[config.mk]
export PLATFORM = sky130hd
export DESIGN_NAME = serial_ripple_sub
export DESIGN_NICKNAME = d
export VERILOG_FILES = /design/src/rtl/serial_sub_pkg.sv /design/src/rtl/serial_ripple_sub_cell.sv /design/src/rtl/serial_ripple_sub.sv
export SDC_FILE = /design/constraint.sdc
export NUM_CORES = 1
export LEC_CHECK = 0
export CORE_UTILIZATION = 46
export DETAILED_ROUTE_END_ITERATION = 10
export PLACE_DENSITY_LB_ADDON = 0.08
export SKIP_CTS_REPAIR_TIMING = 1
export SLEW_MARGIN = 30
export SYNTH_ARGS = -nofsm -noshare
export SYNTH_HDL_FRONTEND = slang
export SYNTH_HIERARCHICAL = 1
export SYNTH_SLANG_ARGS = --single-unit
[constraint.sdc]
create_clock -name clk -period 2.2 [get_ports clk]
set_clock_uncertainty 0.2 [all_clocks]
set_input_delay 0.44 -clock clk [delete_from_list [all_inputs] [get_ports clk]]
set_output_delay 0.44 -clock clk [all_outputs]
set_load 0.02 [all_outputs]
[src/rtl/serial_sub_pkg.sv]
// Shared types and constants for the bit-serial ripple subtractor.
// FSM state encoding and the default operand width.
package serial_sub_pkg;

  localparam int WIDTH_DEF = 2;

  typedef enum logic [1:0] {
    IDLE = 2'd0,
    RUN  = 2'd1,
    DONE = 2'd2
  } state_t;

endpackage

[src/rtl/serial_ripple_sub_cell.sv]
// Combinational one-bit full subtractor.
// Reused every RUN cycle by serial_ripple_sub.
module bit_sub_cell (
  input  logic a_i,
  input  logic b_i,
  input  logic br,
  output logic d_i,
  output logic br_next
);

  assign d_i     = a_i ^ b_i ^ br;
  assign br_next = (~a_i & b_i) | (~(a_i ^ b_i) & br);

endmodule

[src/rtl/serial_ripple_sub.sv]
// Bit-serial ripple subtractor, LSB first, valid/ready on both sides.
// Define SERIAL_SUB_OVF_EN to add the two's-complement overflow output ovf.
module serial_ripple_sub
  import serial_sub_pkg::*;
#(
  parameter int WIDTH = WIDTH_DEF
) (
  input  logic             clk,
  input  logic             rst_n,
  input  logic             in_valid,
  output logic             in_ready,
  input  logic [WIDTH-1:0] a,
  input  logic [WIDTH-1:0] b,
  input  logic             bin,
  output logic             out_valid,
  input  logic             out_ready,
  output logic [WIDTH-1:0] diff,
  output logic             bout
`ifdef SERIAL_SUB_OVF_EN
  ,
  output logic             ovf
`endif
);

  localparam int IW = (WIDTH > 1) ? $clog2(WIDTH) : 1;

  state_t           state, state_n;
  logic [WIDTH-1:0] a_q, b_q;
  logic [WIDTH-1:0] res, res_n;
  logic [IW-1:0]    idx;
  logic             br, br_nx, d;
  logic             last;

  assign last = (idx == IW'(WIDTH - 1));

  bit_sub_cell u_cell (
    .a_i    (a_q[idx]),
    .b_i    (b_q[idx]),
    .br     (br),
    .d_i    (d),
    .br_next(br_nx)
  );

  always_comb begin
    state_n    = state;
    res_n      = res;
    res_n[idx] = d;
    unique case (state)
      IDLE:    if (in_valid)  state_n = RUN;
      RUN:     if (last)      state_n = DONE;
      DONE:    if (out_ready) state_n = IDLE;
      default: state_n = IDLE;
    endcase
  end

  always_ff @(posedge clk) begin
    if (!rst_n) begin
      state     <= IDLE;
      in_ready  <= 1'b1;
      out_valid <= 1'b0;
      diff      <= '0;
      bout      <= 1'b0;
      a_q       <= '0;
      b_q       <= '0;
      res       <= '0;
      idx       <= '0;
      br        <= 1'b0;
    end else begin
      state     <= state_n;
      in_ready  <= (state_n == IDLE);
      out_valid <= (state_n == DONE);
      if (state == IDLE && in_valid) begin
        a_q <= a;
        b_q <= b;
        br  <= bin;
        idx <= '0;
        res <= '0;
      end
      if (state == RUN) begin
        res <= res_n;
        br  <= br_nx;
        idx <= idx + 1'b1;
        if (last) begin
          diff <= res_n;
          bout <= br_nx;
        end
      end
    end
  end

`ifdef SERIAL_SUB_OVF_EN
  // Overflow: borrow into the MSB differs from borrow out of it.
  always_ff @(posedge clk) begin
    if (!rst_n)
      ovf <= 1'b0;
    else if (state == RUN && last)
      ovf <= br ^ br_nx;
  end
`endif

endmodule

======== Word level (Yosys, flattened, before mapping) ========
Cells that the tools add are included.
W data, S select, Z words.
storage, ports and cells
  bits in registers ....................... 15
  bits in latches ......................... 0
  RAM bits ................................ 0
  memory bits (read-only) ................. 0
  input bits .............................. 9
  output and inout bits ................... 5
  logic and storage cells ................. 46
  memories ................................ 0
operators by class
  add/subtract/negate cells ............... 1
  multiply operators ...................... 0
  div/mod/pow operators ................... 0
  $lt $le $gt $ge ......................... 2
  equality and inequality tests ........... 3
  shifts and indexed selects .............. 0
  muxes and demuxes ....................... 17
  bitwise gates (word level) .............. 7
  reduce and logical (&&, ||, !) cells .... 6
operator list
  operator               number
  $mux W2                5
  $mux W1                9
  $pmux W2 S3            1
  $eq A2 B2 Y1 const B   2
  $logic_not A2 Y1       2
  $and A1 B1 Y1          2
  $bwmux W2              1
  $eq A2 B1 Y1 const B   1
  $logic_and A1 B1 Y1    2
  $lt A1 B2 Y1 const B   1
  $not A1 Y1             2
  $reduce_and A2 Y1      1
  $reduce_bool A2 Y1     1
  $xor A1 B1 Y1          2
  $add A1 B1 Y1 const B  1
  $demux W1 S1           1
  $ge A1 B1 Y1 const B   1
  $or A1 B1 Y1           1

======== Longest topological paths before layout ========
  depth in word-level cells ............... 7
  depth in mapped cells ................... 7
  depth with buffers taken out ............ 6

======== Hierarchy ========
The synthesis kept the hierarchy.
by module, submodules not included
  module             times used  cells an instance  area an instance (µm²)  sequential area each (µm²)
  serial_ripple_sub  1           58                 594.3                   280.3
  bit_sub_cell       1           4                  31.3                    0.0

======== Worst setup path after synthesis ========
Ideal clock, no wire load.
  path type ............................... register to register
  from .................................... reg idx
  to ...................................... reg res[0]
  library setup time ...................... 0.132 ns
  arrival ................................. 1.698 ns
  data required time ...................... 1.868 ns
  slack ................................... 0.170 ns
  stages on the path, launching flop included .. 7
  period minus slack after synthesis ...... 2.030 ns
  path through ............................ dfxtp_1 -> buf_2 -> mux2_2 -> fa_1 -> and4bb_2 -> a31oi_1 -> a21oi_1
on the way
  cells in the longest elaborated chain, start to end .. 6
  elaborated cells on any way between the ends .. 13
RTL lines
  item                                     RTL line                                          text
  start: declaration                       serial_ripple_sub.sv:30                           logic [IW-1:0] idx;
  start signal: assignment                 serial_ripple_sub.sv:82                           idx <= idx + 1'b1;
  $mux W1 (on tied branches) (2 in a row)  serial_ripple_sub.sv:37, serial_ripple_sub.sv:38
  $xor A1 B1 Y1 * (2 in a row)             serial_ripple_sub_cell.sv:11                      assign d_i = a_i ^ b_i ^ br;
  net d                                    serial_ripple_sub.sv:31                           logic br, br_nx, d;
  $bwmux W2 *                              serial_ripple_sub.sv:47                           res_n[idx] = d;
  $mux W2 *                                serial_ripple_sub.sv:79                           if (state == RUN) begin
  end signal: assignment                   serial_ripple_sub.sv:80                           res <= res_n;
  end: declaration                         serial_ripple_sub.sv:29                           logic [WIDTH-1:0] res, res_n;
Mark *: on every way through the listed nets, which the timed path passes. The rest lies on a longest branch. The select of a mux whose other input is x is not followed.
A chain may end at the register's enable or synchronous reset.

======== Worst setup path in the final report ========
Ends and elaborated chain as after synthesis.

==> metrics.yaml <==
routing:
  drc: 0
  firstDrtPassIters: 4
  wirelength_mm: 1.04
  postRouteAntennaNets: 0
  post_drt_wl_per_cell_um: 11.6
  viasPerCell: 5.14
  vias: 463
  first_iter_violations: 10
pwr:
  combPwrFrac_pct: 16.3
  power_frac_seq_pct: 51.0
  switchingPower_mw: 0.133
  p_int_mw: 0.420
  power.density_mw_per_mm2: 704
  p_leak_nw: 0.319
  vdd_drop_max_mv: 0.387
  p_clk_share_pct: 32.6
  switching_share_pct: 24.0
floorplanning:
  dieWidth_um: 38.9
  start_util_pct: 52.7
  io_pins: 14
  coreArea_mm2: 0.00119
  die_area_mm2: 0.00151
  die_y_um: 38.9
  rows: 12
timing:
  setup_viol: 0
  fin_tns_setup_ns: 0
  slew_violations: 0
  maxSlewHeadroom_pct: 71.2
  fmax_ghz: 0.494
  holdWs_ns: 0.258
  final.min_clock_period_ns: 2.03
  finalCritPeriodShare_pct: 92.1
  final_hold_viol_count: 0
  rsz0062_at_grt: "no"
  worstMarginPinSlew_ns: 0.431
clock_tree:
  cts_root_buf: "clkbuf_4"
  h-tree-depth: 1
  cts_buffer_depth: 2
  clk_latency_ns: 0.27
  numCtsBuffers: 3
  cts_num_sinks: 14
  cts_tree: "done"
  path_clk_slew_ns: 0.08
place:
  dp_hpwl_um: 738
  port_buffers: 13
  gp_congestion: 0.695
logic_synthesis:
  ys_warn_count: 6
  syn_area_um2: 626
  syn_nets: 72
  synth_cells: 62
  synth_edf_count: 0
  seq_area_frac_synth_pct: 44.8
  synth_seq_cells: 14
  async_flop_share_pct: 0
  yosysUniqueCellTypes: 25
  synthFlopType: "dfxtp_1"
  avgSynthCellArea_um2: 10.1
setup_path:
  required_ns: 2.15
  slowest_stage: "fa_1"
  r2r_end: "res[0]"
  r2r_slack_ns: 0.17
  crit_start: "idx"
  r2r_cells: 5
  reg2reg_from: "idx"
  crit_end: "res[0]"
  cpPeakStageDelay_ns: 0.49
  cp_cell_sequence: "mux2_2 > fa_1 > and4bb_2 > a31oi_1 > a21oi_1"
  crit_arrival_ns: 1.98
  crit_type: "register to register"
  path_max_fanout: 3
  cp-end-kind: "register"
  start_kind: "register"
layout:
  fill_cells: 112
  final_common_cell: "dfxtp_1"
  antenna_cells: 0
  regArea_um2: 280
  layout_common_cells: "14 x dfxtp_1, 13 x clkdlybuf4s50_1, 8 x nor2_1"
  drive_above_1_share_pct: 15.8
  syn_to_final_growth_pct: 25.6
  multi_input_area_um2: 288
  nNetsFinal: 87
global_routing:
  grt_pass1_vias: 406
  grt_use_met2_pct: 23.8
  met3_usage_pct: 5.20
  grtUsageMet1_pct: 23.7
  grt.busiest_layer: "met2"
  grt_start_max_net_pins: 14
  antenna_found_initial: 0
  grt_overflow: 0
  grt_first_pass_wirelength_mm: 1.71
  grt_use_total_pct: 17.4
worst_hold_path:
  hold_class: "register to register"
job:
  drv_cap: 0
run_status:
  status: "finished clean"
==> logic make-up after synthesis <==
| family | after synthesis | share of synthesized area, % |
|---|---|---|
| AOI/OAI and AO/OA | 10 | 11.2 |
| adders and majority gates | 1 | 3.20 |
| buffers and inverters | 11 | 9.20 |
| DFF | 14 | 44.8 |
| muxes | 8 | 13.2 |
| and+or+nand+nor | 18 | 18.4 |
==> power groups by stage <==
stage	clock (mW)	combinational [mW]	sequential, mW
3_5_place_dp	0	0.0901	0.288
3_3_place_gp	0	0.0895	0.288
4_1_cts	0.185	0.0907	0.282
2_1_floorplan	0	0.0653	0.285
5_1_grt	0.197	0.0994	0.285
6_report	0.181	0.0904	0.282
==> how the worst min path moves through the flow <==
stage             from       to  slack (ns)  cells past startpoint
2_1_floorplan   res[0]   res[0]        0.25                      2
3_3_place_gp   diff[1]  diff[1]        0.24                      2
3_5_place_dp   diff[1]  diff[1]        0.25                      2
4_1_cts        diff[1]  diff[1]        0.26                      2
5_1_grt             br       br        0.30                      2
6_report       diff[1]  diff[1]        0.26                      2
==> synth_stat cells (2+ instances only) <==
cell     count  area share, %
a21oi_1      4            3.2
inv_1        7            4.2
dfxtp_1     14             45
nor2_1       8            4.8
mux2i_1      6            9.6
buf_6        2            3.6
nand2_1      2            1.2
mux2_2       2            3.6
==> worst max-delay path, delay by kind of cell (launching register included) <==
family,cells,cell delay (ns)
adders and majority gates,1,0.49
DFF,1,0.37
muxes,1,0.37
and+or+nand+nor,1,0.24
AOI/OAI and AO/OA,2,0.23
==> routing by layer <==
| metal | share of wire [%] | vias up |
|---|---|---|
| met5 | 0 | - |
| met4 | 1.6 | 0 |
| met3 | 3.1 | 4 |
| met2 | 41 | 8 |
| met1 | 54 | 216 |
| li1 | - | 235 |
==> sequential cells by signal, summed over array words and instances, names as in the netlist <==
name,cells
a_q,2
b_q,2
bout,1
br,1
diff,2
idx,1
in_ready,1
out_valid,1
res,1
state,2
==> cell type report <==
cell class | count | area share [%]
inverters | 7 | 3.34
well taps | 14 | 2.23
clock buffers | 4 | 4.62
multi-input cells | 37 | 36.6
repair buffers | 14 | 17.5
flip-flops and latches | 14 | 35.7
==> per-stage QoR <==
stage               std cells  instance area, µm²  power, mW  util, %  setup slack [ns]
finish                     90                 786      0.553     66.2             0.174
global route               90                 786      0.581     66.2            0.0958
CTS                        90                 786      0.558     66.2             0.174
detailed placement         86                 749      0.378     63.2             0.190
global placement           86                 749      0.378     63.2             0.246
floorplan                  62                 626      0.350        -             0.170
Power figures use the tool's default switching activity.
==> RTL edit 1 (same flow settings) <==
Build with the macro `SERIAL_SUB_OVF_EN` defined.
--- a/src/rtl/serial_ripple_sub.sv
+++ b/src/rtl/serial_ripple_sub.sv
@@ -1,4 +1,6 @@
 // Bit-serial ripple subtractor, LSB first, valid/ready on both sides.
 // Define SERIAL_SUB_OVF_EN to add the two's-complement overflow output ovf.
+`define SERIAL_SUB_OVF_EN
+
 module serial_ripple_sub
   import serial_sub_pkg::*;
Formal check against the unedited RTL (old outputs only; new: ovf): equivalent (Yosys induction, for registers that start in step).
==> RTL edit 1 against the original RTL <==
  * Final cell count is 3.3% higher
  * Design area increased by 6.8%
  * Sequential cell count up 1
  * Maximum frequency increased by 1.1%
  * Worst setup slack improved by 23 ps
  * Clock power is 13% lower
  * Non-clock buffer count is the same
  * First-iteration DRC count fell by 80%
  * Sequential power rose by 7.8%
  * Critical path depth is the same
  * Largest cell class unchanged
  * Area after synthesis is 8.2% higher
  * Highest routed layer unchanged
  * Routed wire length increased by 9.2%
  * Power rose by 0.71%
==> RTL edit 1: results (changes against the original RTL) <==
| Metric | Value |
|---|---|
| Switch Pwr | `145 uW (was 133 uW)` |
| Yosys warning count | `6 (unchanged)` |
| Yosys cell types | `25 (unchanged)` |
| Htree depth | `1 (unchanged)` |
| Initial antenna violation count | `0 (unchanged)` |
| Peak supply drop | `0.324 mV (was 0.387 mV)` |
| Clock Path Buffers | `2 (unchanged)` |
| Max Cap Viol | `0 (unchanged)` |
| Worst Hold Class | `flop to flop (unchanged)` |
| ANT nets after route | `0 (unchanged)` |
| Pleak | `0.329 nW (was 0.319 nW)` |
| First-pass GRT wire length | `1.71 mm (unchanged)` |
| Layout net count | `89 (was 87)` |
| Critical Path AT | `1980 ps (about the same)` |
| CP max FO | `8 (was 3)` |
| CTS tree | `built (unchanged)` |
| Clock slew at reported path FFs | `90 ps` |
| Port Buf Inserts | `14 (was 13)` |
| Worst slew margin | `72.0% (was 71.2%)` |
| Layout cells sized above 1 | `12.8% (was 15.8%)` |
| Cts bufs inserted | `3 (unchanged)` |
| Via density | `5.00 (was 5.14)` |
| GRT Overall Usage | `16.9% (was 17.4%)` |
| Root Buffer | `clkbuf_4 (unchanged)` |
| Largest net degree at the start of global routing | `15 (was 14)` |
| Vias in the first global route | `392 (was 406)` |
| Syn nets | `74 (was 72)` |
| Latest clock arrival within the worst-skew pair | `280 ps` |
| Pre-antenna DRT Iters | `2 (was 4)` |
| Synth async-reset ratio | `0% (unchanged)` |
| Outcome | `finished clean (unchanged)` |
| Most frequently used flop master after synthesis | `dfxtp_1 (unchanged)` |
| Fillers | `123 (was 112)` |
| DRT Wirelength | `1.14 mm (was 1.04 mm)` |
| ANT cells | `0 (unchanged)` |
| Number of DRC markers in iteration 0 | `2 (was 10)` |
| HPWL after detailed placement | `830 um (was 738 um)` |
| Synth top cells by count | `15 x dfxtp_1, 8 x nor2b_1, 7 x mux2i_1 (was 14 x dfxtp_1, 8 x nor2_1, 7 x inv_1)` |
| Routability cong. | `0.674 (was 0.695)` |
| Synth area leaders | `dfxtp_1 44%, mux2i_1 10%, nor2b_1 7.4% (was dfxtp_1 45%, mux2i_1 9.6%, nor2_1 4.8%)` |
| Sequential area share after synthesis | `44.4% (was 44.8%)` |
RTL edit 1: per-stage QoR:
| stage | setup slack [ps] | area [um2] | util, % | cells | total power [mW] |
|---|---|---|---|---|---|
| 2_1_floorplan | 205 | 677 | - | 64 | 0.375 |
| 3_3_place_gp | 176 | 811 | 60.8 | 89 | 0.405 |
| 3_5_place_dp | 110 | 811 | 60.8 | 89 | 0.407 |
| 4_1_cts | 95.9 | 838 | 62.9 | 93 | 0.568 |
| 5_1_grt | 68.2 | 840 | 62.9 | 93 | 0.587 |
| 6_report | 197 | 840 | 62.9 | 93 | 0.557 |
RTL edit 1: critical path: stages (launching register included):
cell and delay (ps):
dfxtp_2 400, mux2_2 370, fa_1 490, and4bb_2 230, a31oi_1 120, a21boi_0 90
RTL edit 1: cell families after synthesis:
logic type / count (synthesis) / synth area share (%)
buf+inv: 9 / 6.47
fa+ha+maj: 1 / 2.96
compound gates: 10 / 11.3
mux: 9 / 13.7
simple gates: 19 / 20.0
xor+xnor: 1 / 1.29
flops: 15 / 44.4
RTL edit 1: layout make-up:
| type | count | share of cell area, % |
|---|---|---|
| Clock inverter | 1 | 0.596 |
| Multi-Input combinational cell | 40 | 39.6 |
| Tap cell | 15 | 2.24 |
| Sequential cell | 15 | 35.9 |
| Timing Repair Buffer | 14 | 16.7 |
| Clock buffer | 3 | 2.68 |
| Inverter | 5 | 2.24 |
RTL edit 1: per-layer routing:
metal	track usage (%)	wire length, um
met1	20.9	543
met2	25.4	528
met3	3.33	49
met4	12.5	14
met5	0	0
RTL edit 1: worst paths after layout:
path / from / end / slack [ps] / cells after the start
worst min-delay path: res[0] / res[0] / 300 / 2
worst max-delay path: idx / res[0] / 200 / 5
worst max register to register: idx / res[0] / 200 / 5
worst min register to register: res[0] / res[0] / 300 / 2
RTL edit 1: power by group through the flow:
| stage | Combinational, mW | Sequential (mW) | Clock [mW] |
|---|---|---|---|
| after floorplan | 0.0697 | 0.306 | 0 |
| after global placement | 0.0955 | 0.310 | 0 |
| after detailed placement | 0.0968 | 0.310 | 0 |
| after CTS | 0.0977 | 0.304 | 0.166 |
| after global routing | 0.107 | 0.306 | 0.174 |
| final | 0.0962 | 0.304 | 0.157 |
==> RTL edit 2 (same settings) <==
Made on the original files. The 3 states of `state_t` get a one-hot encoding in 3 bits.
--- a/src/rtl/serial_sub_pkg.sv
+++ b/src/rtl/serial_sub_pkg.sv
@@ -5,8 +5,8 @@
   localparam int WIDTH_DEF = 2;
 
-  typedef enum logic [1:0] {
-    IDLE = 2'd0,
-    RUN  = 2'd1,
-    DONE = 2'd2
+  typedef enum logic [2:0] {
+    IDLE = 3'b001,
+    RUN  = 3'b010,
+    DONE = 3'b100
   } state_t;
 
Formal check against the unedited RTL: same outputs for any inputs over 10 cycles, from zero or initial values and one cycle with rst_n low; not proved beyond that.
==> RTL edit 2 against the original RTL <==
  * Non-clock buffer count is 1 lower
  * Power is 8.2% lower
  * Worst setup slack better by 140 ps
  * Sequential cell count is 1 higher
  * Combinational power is 30% lower
  * Area after synthesis is 5.0% higher
  * Routed wire length is 9.3% higher
  * Utilization is 5.2 points lower
  * Design area is 2.4% higher
  * Largest power group unchanged
==> RTL edit 2: results (changes against the original RTL) <==
| Metric | Value |
|---|---|
| Outcome | `finished clean (unchanged)` |
| Cells on worst reg2reg path | `4 (was 5)` |
| HPWL after detailed placement | `794 um (was 738 um)` |
| First-pass GRT wire length | `1.91 mm (was 1.71 mm)` |
| Vias in the first global route | `428 (was 406)` |
| Pre-antenna DRT Iters | `4 (unchanged)` |
| Routability cong. | `0.690 (was 0.695)` |
| CP max FO | `8 (was 3)` |
| ANT cells | `0 (unchanged)` |
| Synth area leaders | `dfxtp_1 46%, nand2_1 6.9%, a21oi_1 6.1% (was dfxtp_1 45%, mux2i_1 9.6%, nor2_1 4.8%)` |
| Drt wl/cell | `11.4 um (was 11.6 um)` |
| GRT Overall Usage | `19.1% (was 17.4%)` |
| Sequential area share after synthesis | `45.7% (was 44.8%)` |
| Number of DRC markers in iteration 0 | `10 (unchanged)` |
| Layout net count | `96 (was 87)` |
| Port Buf Inserts | `13 (unchanged)` |
| Synth top cells by count | `15 x dfxtp_1, 12 x nand2_1, 8 x a21oi_1 (was 14 x dfxtp_1, 8 x nor2_1, 7 x inv_1)` |
| Worst slew margin | `78.2% (was 71.2%)` |
| Max reg flops | `3` |
| Fillers | `121 (was 112)` |
| Pleak | `0.297 nW (was 0.319 nW)` |
| Largest net degree at the start of global routing | `11 (was 14)` |
| Syn nets | `83 (was 72)` |
| Cts bufs inserted | `3 (unchanged)` |
| Peak supply drop | `0.375 mV (was 0.387 mV)` |
| Most flop-heavy register | `state` |
| Layout cells sized above 1 | `7.06% (was 15.8%)` |
| Root Buffer | `clkbuf_4 (unchanged)` |
| Via count | `520 (was 463)` |
| Latest clock arrival within the worst-skew pair | `280 ps` |
==> RTL edit 2: worst paths after layout <==
path               start      to  slack [ps]
hold reg to reg   a_q[0]  a_q[0]         260
setup reg to reg     idx  res[0]         310
hold / removal    a_q[0]  a_q[0]         260
setup / recovery     idx  res[0]         310
==> RTL edit 2: area by class of cell <==
class | count | area share (%)
tap | 15 | 2.33
inverter | 4 | 1.87
multi-input combinational | 49 | 39.0
sequential | 15 | 37.3
clock buffer | 4 | 3.27
timing repair buffer | 13 | 16.2
==> RTL edit 2: worst max-delay path: stages (launching register included) <==
cell	delay (ps)
dfxtp_1	480
mux2_2	390
fa_1	550
nand3b_1	80
o22ai_1	130
==> RTL edit 2: per-stage QoR <==
step	setup WS, ps	hold WS [ps]	cell area, um2	cells	utilization, %
after floorplan	343	233	657	73	-
final	313	257	805	100	61.1
after global routing	256	276	805	100	61.1
after CTS	319	259	805	100	61.1
after detailed placement	225	247	778	96	59.1
after global placement	269	243	778	96	59.1
==> RTL edit 2: metal layers <==
layer	share of wire, %	vias up	global-route usage (%)
li1	-	276	-
met1	49	226	25.7
met2	45	14	25.8
met3	4.0	4	5.11
met4	1.8	0	12.9
met5	0	-	0
==> RTL edit 2: cells by family (layout without fill, tap and decap cells) <==
group | after synthesis | in the layout | synth area share [%]
AO/OA/AOI/OAI | 17 | 17 | 14.5
adder cells (fa/ha/maj) | 1 | 1 | 3.05
buffers and inverters | 9 | 21 | 6.47
flip-flops | 15 | 15 | 45.7
multiplexers | 4 | 4 | 6.48
AND/OR/NAND/NOR | 27 | 27 | 23.8
==> RTL edit 2: power breakdown <==
group          leakage, nW  internal (mW)  switching [mW]  total, mW
logic                0.160         0.0338          0.0293     0.0631
registers            0.122          0.282         0.00969      0.292
clock network       0.0150         0.0703          0.0823      0.153
total                0.297          0.386           0.121      0.508
